## config.mk

```make
export PLATFORM = sky130hd
export DESIGN_NAME = scene_sequencer
export DESIGN_NICKNAME = d
export VERILOG_FILES = /design/src/rtl/scene_pkg.sv /design/src/rtl/frame_debounce.sv /design/src/rtl/scene_sequencer.sv
export SDC_FILE = /design/constraint.sdc
export NUM_CORES = 1
export LEC_CHECK = 0
export ABC_AREA = 1
export BUFFER_PORTS_ARGS = -buffer_cell sky130_fd_sc_hd__buf_2
export CAP_MARGIN = 30
export CORE_MARGIN = 1
export CORE_UTILIZATION = 45
export DETAILED_ROUTE_END_ITERATION = 8
export HOLD_SLACK_MARGIN = 0.12
export PLACE_DENSITY = 0.75
export RECOVER_POWER = 100
export REMOVE_ABC_BUFFERS = 1
export SYNTH_ARGS = -nofsm -noshare
export SYNTH_HDL_FRONTEND = slang
export SYNTH_SLANG_ARGS = --single-unit
```

## constraint.sdc

```tcl
create_clock -name clk -period 2.5 [get_ports clk]
set_clock_uncertainty 0.1 [all_clocks]
set_input_delay 0.25 -clock clk [delete_from_list [all_inputs] [get_ports clk]]
set_output_delay 0.25 -clock clk [all_outputs]
set_load 0.01 [all_outputs]
```

## src/rtl/scene_pkg.sv

```systemverilog
// Shared types and constants for the scene sequencer.
package scene_pkg;

  typedef enum logic [1:0] {SHOW, FADE_OUT, SWAP, FADE_IN} state_t;

  localparam logic [1:0] FADE_FULL  = 2'd3;
  localparam logic [1:0] FADE_BLACK = 2'd0;

  localparam logic [1:0] BG_GRASS = 2'd0;
  localparam logic [1:0] BG_UW    = 2'd1;
  localparam logic [1:0] BG_BLUE  = 2'd2;
  localparam logic [1:0] BG_GREEN = 2'd3;

  localparam logic [7:0] LFSR_SEED = 8'hA5;

  // Fibonacci LFSR, x^8+x^6+x^5+x^4+1
  function automatic logic [7:0] lfsr_next(input logic [7:0] l);
    return {l[6:0], l[7] ^ l[5] ^ l[4] ^ l[3]};
  endfunction

  // Counter width able to hold 0..n-1, never narrower than one bit
  function automatic int cnt_w(input int n);
    return (n > 1) ? $clog2(n) : 1;
  endfunction

endpackage

```

## src/rtl/frame_debounce.sv

```systemverilog
// Button conditioning: 2-FF synchroniser, then a debounce counter that only
// advances on frame ticks. press is a one-cycle pulse in the accepting tick;
// the button must be seen low once before the next press can fire.
module frame_debounce
  import scene_pkg::*;
#(
  parameter int DEBOUNCE_FRAMES = 3
) (
  input  logic clk,
  input  logic rst_n,
  input  logic frame_tick,
  input  logic btn,
  output logic press
);

  localparam int CW = cnt_w(DEBOUNCE_FRAMES);
  localparam logic [CW-1:0] CNT_LAST = CW'(DEBOUNCE_FRAMES - 1);

  logic [1:0]    sync;
  logic [CW-1:0] cnt;
  logic          armed;
  logic          sample;

  assign sample = sync[1];

  // bring the asynchronous button into the clk domain
  always_ff @(posedge clk or negedge rst_n) begin
    if (!rst_n) sync <= 2'b00;
    else        sync <= {sync[0], btn};
  end

  // count consecutive high frame samples; disarm after a press until a low sample
  always_ff @(posedge clk or negedge rst_n) begin
    if (!rst_n) begin
      cnt   <= '0;
      armed <= 1'b1;
    end else if (frame_tick) begin
      if (!sample) begin
        cnt   <= '0;
        armed <= 1'b1;
      end else if (armed) begin
        if (cnt == CNT_LAST) begin
          cnt   <= '0;
          armed <= 1'b0;
        end else begin
          cnt <= cnt + 1'b1;
        end
      end
    end
  end

  assign press = frame_tick & sample & armed & (cnt == CNT_LAST);

endmodule

```

## src/rtl/scene_sequencer.sv

```systemverilog
// Frame-synchronous background selector with cross-fade sequencing and goose
// animation stepping. Every state change happens in a frame_tick cycle.
// Build option SCENE_SEQ_RANDOM_EN: auto/button advances pick a pseudo-random
// different background from an 8-bit LFSR instead of bg_sel+1.
module scene_sequencer
  import scene_pkg::*;
#(
  parameter int HOLD_FRAMES     = 240,
  parameter int FADE_STEP       = 2,
  parameter int ANIM_DIV        = 8,
  parameter int DEBOUNCE_FRAMES = 3
) (
  input  logic       clk,
  input  logic       rst_n,
  input  logic       frame_tick,
  input  logic       auto_en,
  input  logic [1:0] manual_sel,
  input  logic       btn_next,
  output logic [1:0] bg_sel,
  output logic [1:0] fade,
  output logic [1:0] goose_frame,
  output logic       scene_changed,
  output logic       busy
);

  localparam int DW = cnt_w(HOLD_FRAMES);
  localparam int SW = cnt_w(FADE_STEP);
  localparam int AW = cnt_w(ANIM_DIV);
  localparam logic [DW-1:0] DWELL_LAST = DW'(HOLD_FRAMES - 1);
  localparam logic [SW-1:0] STEP_LAST  = SW'(FADE_STEP - 1);
  localparam logic [AW-1:0] ANIM_LAST  = AW'(ANIM_DIV - 1);

  state_t        state, state_n;
  logic [1:0]    target, target_n;
  logic [1:0]    bg_n, fade_n;
  logic          chg_n, trig;
  logic [SW-1:0] step_cnt, step_n;
  logic [DW-1:0] dwell, dwell_n;
  logic [AW-1:0] anim_cnt;
  logic [1:0]    auto_tgt;
  logic          press;

  frame_debounce #(.DEBOUNCE_FRAMES(DEBOUNCE_FRAMES)) u_deb (
    .clk        (clk),
    .rst_n      (rst_n),
    .frame_tick (frame_tick),
    .btn        (btn_next),
    .press      (press)
  );

`ifdef SCENE_SEQ_RANDOM_EN
  logic [7:0] lfsr;

  // free-running per-frame LFSR for scene picks
  always_ff @(posedge clk or negedge rst_n) begin
    if (!rst_n)          lfsr <= LFSR_SEED;
    else if (frame_tick) lfsr <= lfsr_next(lfsr);
  end

  // a draw equal to the current scene is bumped so a trigger always changes it
  assign auto_tgt = (lfsr[1:0] == bg_sel) ? lfsr[1:0] + 2'd1 : lfsr[1:0];
`else
  assign auto_tgt = bg_sel + 2'd1;
`endif

  // goose animation divider, independent of the scene FSM
  always_ff @(posedge clk or negedge rst_n) begin
    if (!rst_n) begin
      anim_cnt    <= '0;
      goose_frame <= 2'd0;
    end else if (frame_tick) begin
      if (anim_cnt == ANIM_LAST) begin
        anim_cnt    <= '0;
        goose_frame <= goose_frame + 2'd1;
      end else begin
        anim_cnt <= anim_cnt + 1'b1;
      end
    end
  end

  // sequencer state and registered outputs
  always_ff @(posedge clk or negedge rst_n) begin
    if (!rst_n) begin
      state         <= SHOW;
      bg_sel        <= BG_GRASS;
      fade          <= FADE_FULL;
      target        <= BG_GRASS;
      step_cnt      <= '0;
      dwell         <= '0;
      scene_changed <= 1'b0;
      busy          <= 1'b0;
    end else begin
      state         <= state_n;
      bg_sel        <= bg_n;
      fade          <= fade_n;
      target        <= target_n;
      step_cnt      <= step_n;
      dwell         <= dwell_n;
      scene_changed <= chg_n;
      busy          <= (state_n != SHOW);
    end
  end

  // next-state: triggers in SHOW, then fade down, swap at black, fade up
  always_comb begin
    state_n  = state;
    bg_n     = bg_sel;
    fade_n   = fade;
    target_n = target;
    step_n   = step_cnt;
    dwell_n  = dwell;
    chg_n    = 1'b0;
    trig     = 1'b0;
    if (frame_tick) begin
      case (state)
        SHOW: begin
          if (!auto_en && (manual_sel != bg_sel)) begin
            trig     = 1'b1;
            target_n = manual_sel;
          end else if (auto_en && (press || dwell == DWELL_LAST)) begin
            trig     = 1'b1;
            target_n = auto_tgt;
          end
          if (trig) begin
            fade_n  = FADE_FULL - 2'd1;
            step_n  = '0;
            state_n = FADE_OUT;
          end else if (auto_en) begin
            dwell_n = (dwell == DWELL_LAST) ? '0 : dwell + 1'b1;
          end
        end
        FADE_OUT: begin
          if (step_cnt == STEP_LAST) begin
            step_n = '0;
            fade_n = fade - 2'd1;
            if (fade == FADE_BLACK + 2'd1) state_n = SWAP;
          end else begin
            step_n = step_cnt + 1'b1;
          end
        end
        SWAP: begin
          bg_n    = target;
          chg_n   = 1'b1;
          fade_n  = FADE_BLACK + 2'd1;
          step_n  = '0;
          state_n = FADE_IN;
        end
        FADE_IN: begin
          if (step_cnt == STEP_LAST) begin
            step_n = '0;
            fade_n = fade + 2'd1;
            if (fade == FADE_FULL - 2'd1) begin
              state_n = SHOW;
              dwell_n = '0;
            end
          end else begin
            step_n = step_cnt + 1'b1;
          end
        end
        default: state_n = SHOW;
      endcase
      if (!auto_en) dwell_n = '0;
    end
  end

endmodule

```

==> reports/results.ini, run 1 <==
[cts]
ctsHoldBuffers=3
clock-sinks=29
clk_pin_slew_ns=0.10
cts_made_buffers=5
clk_path_buf_depth=2
cts_setup_buffers=0
cts_htree_levels=2
cts_tree=built
clock_latency_ns=0.34
ctsResizeCount=0
root_buffer=clkbuf_4

[placed_design]
place_congestion=0.860
port_buffers=14
dp_hpwl_mm=1.96
place_area_sq_um=1660
dp_cells=246

[pwr]
peakVddDrop_v=0.000479
p_per_area_nw_per_um2=875
cellLeakagePower_nw=0.842

[routing]
highest_layer=met4
drtAntennaViolNets=0
drc_errors=0
met1_length_mm=1.42
num_vias=1242
first_pass_iters=4
wl_met2_mm=1.14
wl_met3_microns=91
dr.first_iter.drc_count=44
vias_per_cell=4.83
wl_per_cell_microns=10.4
routed_wl_mm=2.68

[grt]
antenna_found_initial=0
grt-ovfl-total=0
grt_pass1_wl_mm=4.82
gr-usage-all-layers=0.180
first_global_vias=1142
grt_start_max_net_pins=30

[setup_path]
worst-path-buf-inv=1
critPathMostFrequentCell=nand2_1
critPathArrivalTime_ns=1.93
slowest_stage=dfrtp_1
critPathTopFamily=simple AND/OR/NAND/NOR gates
worstPathMaxFanout=14
start_kind=register
path_class=reg2reg
required_ns=2.63
endpoint_kind=register
slowest_delay_ns=0.40
crit_path_cell_trace=ha_1, nand2_1, nor2_1, nand2_2, nand2_1, nand3_1, nand2_4, inv_1, nand3_1, nand2_1

[synthesis]
synth_top_cells_by_area=dfrtp_1 42%, nand2_1 13%, nand3_1 5.5%
yosysMostFrequentCell=nand2_1
yosysSeqAreaShare=0.471
async_flop_share=1.00
syn_area_per_cell_sq_um=8.15
synthCells=190
yosysWarnings=0
ys_types=29
yosysTopAreaCell=dfrtp_1
synthFlopType=dfrtp_1
synth-seq-cells=29
ys_top_cells_by_count=54 x nand2_1, 26 x dfrtp_1, 21 x inv_1
netlist_area_sq_um=1550
synth-edff-count=0
synth_top_area_share=0.420

[sta]
max_clock_freq_mhz=556
slew_violations=0
rsz0062_at_grt=no
relSlewSlack=0.577
finalHoldViolCount=0
worstMarginPinSlew_ns=0.634
fin_crit_sh=0.720
setup_tns_ns=0
setup_viol=0
period_needed_ns=1.80

[die]
die_area_sq_um=3680
die_h_microns=60.6
die_w_microns=60.6
start_util=0.491
io_pins=15
row_count=20
core-area_sq_um=3150

[final_layout]
n_antenna_cell=0
finalInstanceArea_sq_um=1710
drive_gt1_frac=0.117
nNetsFinal=224
post-route-util=0.543
area_growth_pct=10.7
final_cells=257

[status]
status=complete, no violations

[hold_path]
hold_class=in2reg

[flow_run]
maxCapViolCount=0

[routing by layer]
metal  up-vias  track usage
li1        657            -
met1       563        0.253
met3         5       0.0576
met2        17        0.261
met4         0       0.0682
met5         -            0
[cell families after synthesis]
family | Yosys count | synth area share
AO/OA/AOI/OAI | 24 | 0.0849
adder cells (fa/ha/maj) | 5 | 0.0404
flip-flops | 29 | 0.471
XOR/XNOR | 8 | 0.0453
AND/OR/NAND/NOR | 100 | 0.295
buffers and inverters | 24 | 0.0631
[where the power goes]
group / total [mW] / switching, mW / internal, mW / leakage (nW)
sequential: 0.716 / 0.114 / 0.601 / 0.358
combinational: 0.507 / 0.310 / 0.198 / 0.453
clock: 0.276 / 0.171 / 0.106 / 0.0310
[sequential cells by signal, indices dropped and copies added, names as in the netlist]
signal,count
scene_changed,1
busy,1
step_cnt,1
state,2
u_deb.sync,2
dwell,8
target,2
anim_cnt,3
goose_frame,2
u_deb.armed,1
bg_sel,2
u_deb.cnt,2
fade,2
[final timing paths]
path                       cells past startpoint               startpoint  slack, ns                 endpoint
min                                            3               frame_tick       0.16  anim_cnt[2]$_DFFE_PN0P_
max reg2reg                                   10     dwell[0]$_DFFE_PN0P_       0.70     dwell[5]$_DFFE_PN0P_
min in group asynchronous                      2                    rst_n       0.36  anim_cnt[2]$_DFFE_PN0P_
max in group asynchronous                      2                    rst_n       1.52    bg_sel[1]$_DFFE_PN0P_
min reg2reg                                    0  u_deb.sync[0]$_DFF_PN0_       0.26  u_deb.sync[1]$_DFF_PN0_
max                                           10     dwell[0]$_DFFE_PN0P_       0.70     dwell[5]$_DFFE_PN0P_
[area by class of cell]
cell class,count,area (sq um)
clock buffers,5,37.5
clock inverters,3,17.5
fillers,316,1440
flip-flops and latches,29,729
repair buffers,17,92.6
multi-input cells,137,698
inverters,22,82.6
well taps,44,55.1
[cells in the final DEF, fill, tap and decap left out, drive strengths merged, types with 2 or more instances in the layout]
master,synthesis,routed
a21oi,6,6
buf,1,8
clkbuf,1,11
clkinv,0,2
dfrtp,26,26
dfstp,3,3
dlygate4sd3,0,3
ha,5,5
inv,22,22
nand2,58,58
nand3,18,18
nand4,5,5
nor2,13,13
nor3,2,2
o21ai,16,16
or2,2,2
xnor2,4,4
xor2,4,4
[worst min-delay path: cells and delay by family]
| kind | cells | cell delay [ns] |
|---|---|---|
| AND/OR/NAND/NOR | 2 | 0.13 |
| buffers and inverters | 1 | 0.19 |
[through the flow]
stage	worst slack (ns)	total power, mW	hold slack, ns
3_3_place_gp	0.858	1.24	0.218
3_5_place_dp	0.821	1.25	0.221
4_1_cts	0.806	1.54	0.147
5_1_grt	0.534	1.65	0.199
6_report	0.701	1.50	0.161
2_1_floorplan	0.895	1.10	-0.146
No activity file was read; power rests on OpenSTA's default activity.
==> inputs of run 2 (changes only) <==
==> constraint.sdc (replaced) <==
create_clock -name clk -period 1.9 [get_ports clk]
set_clock_uncertainty 0.1 [all_clocks]
set_input_delay 0.19 -clock clk [delete_from_list [all_inputs] [get_ports clk]]
set_output_delay 0.19 -clock clk [all_outputs]
set_load 0.01 [all_outputs]
==> reports/results.ini, run 2 (synthesized netlist as in run 1, its figures left out) <==
[routing]
drtAntennaViolNets=0  ; unchanged
num_vias=1249  ; +0.56%
drc_errors=0  ; unchanged
first_pass_iters=4  ; unchanged
vias_per_cell=4.84  ; +0.17%
wl_per_cell_microns=10.6  ; +1.3%
dr.first_iter.drc_count=38  ; -14%
routed_wl_mm=2.73  ; +1.7%

[die]
core-area_sq_um=3150  ; unchanged
die_h_microns=60.6  ; unchanged
io_pins=15  ; unchanged
die_w_microns=60.6  ; unchanged
die_area_sq_um=3680  ; unchanged
start_util=0.491  ; unchanged
row_count=20  ; unchanged

[setup_path]
critPathTopFamily=buffers and inverters
critPathArrivalTime_ns=1.84  ; -0.09 ns
path_class=in2reg
crit_path_cell_trace=dlygate4sd3_1, buf_2, nand2_2, nor2_2, nand2_1, nand2_1, nand3_2, nand2_4, inv_1, nand3_1, nand2_1
slowest_delay_ns=0.52  ; +0.12 ns
worstPathMaxFanout=16  ; +2
start_kind=input pin
endpoint_kind=register
required_ns=2.03  ; -0.60 ns
slowest_stage=dlygate4sd3_1
critPathMostFrequentCell=nand2_1
worst-path-buf-inv=3  ; +2

[grt]
antenna_found_initial=0  ; unchanged
grt_start_max_net_pins=30  ; unchanged
grt-ovfl-total=0  ; unchanged
first_global_vias=1131  ; -0.96%
gr-usage-all-layers=0.175  ; -0.00534
grt_pass1_wl_mm=4.80  ; -0.58%

[cts]
ctsResizeCount=0  ; unchanged
root_buffer=clkbuf_4
clk_pin_slew_ns=0.10  ; about the same
clock_latency_ns=0.33  ; about the same
cts_tree=built
clk_path_buf_depth=2  ; unchanged
cts_made_buffers=5  ; unchanged
clock-sinks=29  ; unchanged
cts_htree_levels=2  ; unchanged

[final_layout]
final_cells=258  ; +0.39%
nNetsFinal=225  ; +0.45%
reg_top3=dwell (8), anim_cnt (3)
post-route-util=0.563  ; +0.0198
area_growth_pct=14.7
fillers=314  ; -0.63%
multi_input_area_sq_um=721  ; +3.2%
largest_reg_flops=8  ; unchanged
regArea_sq_um=729  ; unchanged
drive_gt1_frac=0.140  ; +0.0228
n_antenna_cell=0  ; unchanged
layout_common_cells=54 x nand2_1, 26 x dfrtp_1, 21 x inv_1
final_common_cell=nand2_1
largest_register=dwell

[sta]
rsz0062_at_grt=no
relSlewSlack=0.519  ; -0.0585
period_needed_ns=1.70
hold_slack_ns=0.145  ; -0.0160 ns
worstMarginPinSlew_ns=0.722  ; +0.0877 ns
max_clock_freq_mhz=587
setup_tns_ns=0  ; unchanged
fin_crit_sh=0.897
setup_viol=0  ; unchanged
finalHoldViolCount=0  ; unchanged
slew_violations=0  ; unchanged

[pwr]
p_per_area_nw_per_um2=1210  ; +39%
combPwrFrac=0.317  ; -0.021
intPower_mw=1.37  ; +52%
power.share.switching=0.362  ; -0.0345
clkPwrFrac=0.245  ; +0.061
cellLeakagePower_nw=0.863  ; +2.5%
peakVddDrop_v=0.000846  ; +77%
seqPwrFrac=0.438  ; -0.039
net-switching-power_uw=780  ; +31%

[placed_design]
dp_cells=246  ; unchanged
dp_hpwl_mm=2.01  ; +2.4%
place_congestion=0.859  ; about the same
port_buffers=14  ; unchanged

[flow_run]
maxCapViolCount=0  ; unchanged

[hold_path]
hold_class=in2reg

[status]
status=complete, no violations

==> run 2: final cells by class <==
cell class,count,area share
repair buffers,18,0.0578
multi-input cells,137,0.406
clock buffers,7,0.0310
inverters,22,0.0465
well taps,44,0.0310
flip-flops and latches,29,0.411
clock inverters,1,0.0169
==> run 2: worst paths after layout <==
check / start / endpoint / slack (ns) / cells past startpoint
hold / removal: manual_sel[1] / target[1]$_DFFE_PN0P_ / 0.15 / 5
setup reg to reg: fade[0]$_DFFE_PN1P_ / dwell[5]$_DFFE_PN0P_ / 0.21 / 10
min in group asynchronous: rst_n / dwell[4]$_DFFE_PN0P_ / 0.34 / 2
max in group asynchronous: rst_n / bg_sel[0]$_DFFE_PN0P_ / 0.89 / 2
setup / recovery: frame_tick / dwell[5]$_DFFE_PN0P_ / 0.20 / 11
hold reg to reg: u_deb.sync[0]$_DFF_PN0_ / u_deb.sync[1]$_DFF_PN0_ / 0.25 / 0
==> run 2: metal layers <==
metal / global-route usage / up-vias / wire length (microns)
met2: 0.264 / 17 / 1180
met5: 0 / - / 0
li1: - / 656 / -
met1: 0.247 / 570 / 1420
met3: 0.0512 / 6 / 89
met4: 0.0487 / 0 / 34
==> run 2: timing repair <==
action                                  4_1_cts  5_1_grt
endpoints found under the setup margin        0        0
hold endpoints to repair                     32        0
hold buffers                                  4        0
buffers inserted                              0        0
==> run 2: worst register-to-register path, cell delays in order (launching register included) <==
cell and delay [ns]:
dfstp_2 0.57, inv_1 0.05, ha_1 0.18, nand2_1 0.07
nor2_1 0.05, nor2_1 0.11, a21oi_2 0.08, nand2_4 0.16
inv_1 0.10, nand3_1 0.09, nand2_1 0.05
==> run 2: power by group through the flow <==
| stage | registers [mW] | logic, mW | clock network [mW] |
|---|---|---|---|
| finish | 0.945 | 0.682 | 0.528 |
| CTS | 0.948 | 0.704 | 0.537 |
| detailed placement | 0.958 | 0.695 | 0 |
| global placement | 0.953 | 0.682 | 0 |
| global route | 0.977 | 0.797 | 0.567 |
| floorplan | 0.968 | 0.477 | 0 |
==> run 2: stage by stage <==
stage	area (sq um)	worst slack, ns	total power, mW
after floorplan	1530	0.295	1.45
after global placement	1660	0.257	1.63
after detailed placement	1660	0.215	1.65
after CTS	1780	0.197	2.19
after global routing	1780	0.0662	2.34
final	1780	0.195	2.16
==> inputs of run 3 (changes only) <==
==> constraint.sdc (replaced) <==
create_clock -name clk -period 1.85 [get_ports clk]
set_clock_uncertainty 0.1 [all_clocks]
set_input_delay 0.185 -clock clk [delete_from_list [all_inputs] [get_ports clk]]
set_output_delay 0.185 -clock clk [all_outputs]
set_load 0.01 [all_outputs]
==> reports/results.ini, run 3 (synthesized netlist as in run 1, its figures left out) <==
[routing]
drc_errors=0  ; unchanged
num_vias=1249  ; unchanged
vias_per_cell=4.84  ; unchanged
met1_length_mm=1.42  ; unchanged
first_pass_iters=4  ; unchanged
wl_met3_microns=89  ; unchanged
dr.first_iter.drc_count=38  ; unchanged
highest_layer=met4
wl_per_cell_microns=10.6  ; unchanged
drtAntennaViolNets=0  ; unchanged
wl_met2_mm=1.18  ; unchanged
routed_wl_mm=2.73  ; unchanged

[setup_path]
critPathCapture=dwell[5]$_DFFE_PN0P_
required_ns=1.98  ; -0.05 ns
path_class=in2reg
reg2reg_slack_ns=0.16  ; -0.05 ns
start_kind=input pin
worstPathMaxFanout=16  ; unchanged
critPathLaunch=frame_tick
timing.rr.end=dwell[5]$_DFFE_PN0P_
endpoint_kind=register
r2r_start=fade[0]$_DFFE_PN1P_
worstRegToRegCells=10  ; unchanged
critPathArrivalTime_ns=1.83  ; about the same

[cts]
clk_pin_slew_ns=0.10  ; about the same
cts_tree=built
clock-sinks=29  ; unchanged
cts_htree_levels=2  ; unchanged
cts_setup_buffers=0  ; unchanged
clock_latency_ns=0.33  ; about the same
cts_made_buffers=5  ; unchanged
root_buffer=clkbuf_4
clk_path_buf_depth=2  ; unchanged

[sta]
max_clock_freq_mhz=588
setup_ws_ns=0.150  ; -0.0450 ns
rsz0062_at_grt=no
setup_tns_ns=0  ; unchanged
period_needed_ns=1.70
relSlewSlack=0.519  ; unchanged
slew_violations=0  ; unchanged
finalHoldViolCount=0  ; unchanged
worstMarginPinSlew_ns=0.722  ; unchanged
fin_crit_sh=0.919
setup_viol=0  ; unchanged

[die]
core-area_sq_um=3150  ; unchanged
start_util=0.491  ; unchanged
die_area_sq_um=3680  ; unchanged
die_w_microns=60.6  ; unchanged
die_h_microns=60.6  ; unchanged
row_count=20  ; unchanged
io_pins=15  ; unchanged

[final_layout]
area_growth_pct=14.7  ; unchanged
layout_common_cells=54 x nand2_1, 26 x dfrtp_1, 21 x inv_1
fillers=314  ; unchanged
largest_register=dwell
nNetsFinal=225  ; unchanged
largest_reg_flops=8  ; unchanged
n_antenna_cell=0  ; unchanged
reg_top3=dwell (8), anim_cnt (3)
drive_gt1_frac=0.140  ; unchanged
final_common_cell=nand2_1

[flow_run]
maxCapViolCount=0  ; unchanged

[placed_design]
port_buffers=14  ; unchanged
dp_hpwl_mm=2.01  ; unchanged
place_congestion=0.859  ; unchanged
pre_cts_ws_ns=0.165  ; -0.0500 ns

[grt]
grt_pass1_wl_mm=4.80  ; unchanged
antenna_found_initial=0  ; unchanged
grt-ovfl-total=0  ; unchanged
grt_start_max_net_pins=30  ; unchanged
first_global_vias=1131  ; unchanged
gr-usage-all-layers=0.175  ; unchanged

[pwr]
peakVddDrop_v=0.000869  ; +2.7%
p_per_area_nw_per_um2=1250  ; +2.8%
cellLeakagePower_nw=0.863  ; about the same

[hold_path]
hold_depth=5  ; unchanged
hold_class=in2reg

[status]
status=complete, no violations

[run 3: cell count changes in the layout (fill, tap and decap cells not counted)]
cell     change
o21ai_1      +1
o21ai_0      -1
[run 3: worst min path at each step]
stage | start | endpoint | slack, ns
final | manual_sel[1] | target[1]$_DFFE_PN0P_ | 0.14
after global routing | manual_sel[1] | target[1]$_DFFE_PN0P_ | 0.19
after CTS | manual_sel[1] | target[1]$_DFFE_PN0P_ | 0.14
after detailed placement | rst_n | dwell[4]$_DFFE_PN0P_ | 0.15
after global placement | rst_n | dwell[6]$_DFFE_PN0P_ | 0.15
after floorplan | rst_n | anim_cnt[0]$_DFFE_PN0P_ | -0.21
[run 3: cell type report]
class / instances / area [sq um] / share of cell area
sequential: 29 / 729 / 0.411
multi-input combinational: 137 / 721 / 0.406
timing repair buffer: 18 / 103 / 0.0578
inverter: 22 / 82.6 / 0.0465
clock buffer: 7 / 55.1 / 0.0310
tap: 44 / 55.1 / 0.0310
clock inverter: 1 / 30.0 / 0.0169
[run 3: worst max-delay path, stage by stage]
cell and delay [ns]:
dlygate4sd3_1 0.52, buf_2 0.26, nand2_2 0.09, nor2_2 0.13, nand2_1 0.07, nand2_1 0.09
nand3_2 0.08, nand2_4 0.15, inv_1 0.10, nand3_1 0.09, nand2_1 0.05
[run 3: what timing repair did]
item	in CTS	in global routing
hold buffers	4	0
gates resized for setup	0	0
endpoints found under the hold margin	32	0
endpoints found under the setup margin	0	0
[run 3: metrics by stage]
step | util | std cells | instance area (sq um) | power (mW) | hold WS (ns)
final | 0.563 | 258 | 1780 | 2.21 | 0.140
after global routing | 0.563 | 258 | 1780 | 2.41 | 0.187
after CTS | 0.565 | 258 | 1780 | 2.25 | 0.138
after detailed placement | 0.526 | 246 | 1660 | 1.70 | 0.151
after global placement | 0.526 | 246 | 1660 | 1.68 | 0.153
after floorplan | - | 188 | 1530 | 1.48 | -0.211
[run 3: metal layers]
layer  vias to the layer above  GRT usage
met3                         6     0.0512
met2                        17      0.264
li1                        656          -
met4                         0     0.0487
met1                       570      0.247
met5                         -          0
[run 3: report_power, final]
group	switching, mW	internal, mW	total (mW)
Combinational	0.428	0.274	0.702
Clock	0.220	0.323	0.542
Sequential	0.154	0.816	0.970
Total	0.802	1.41	2.21
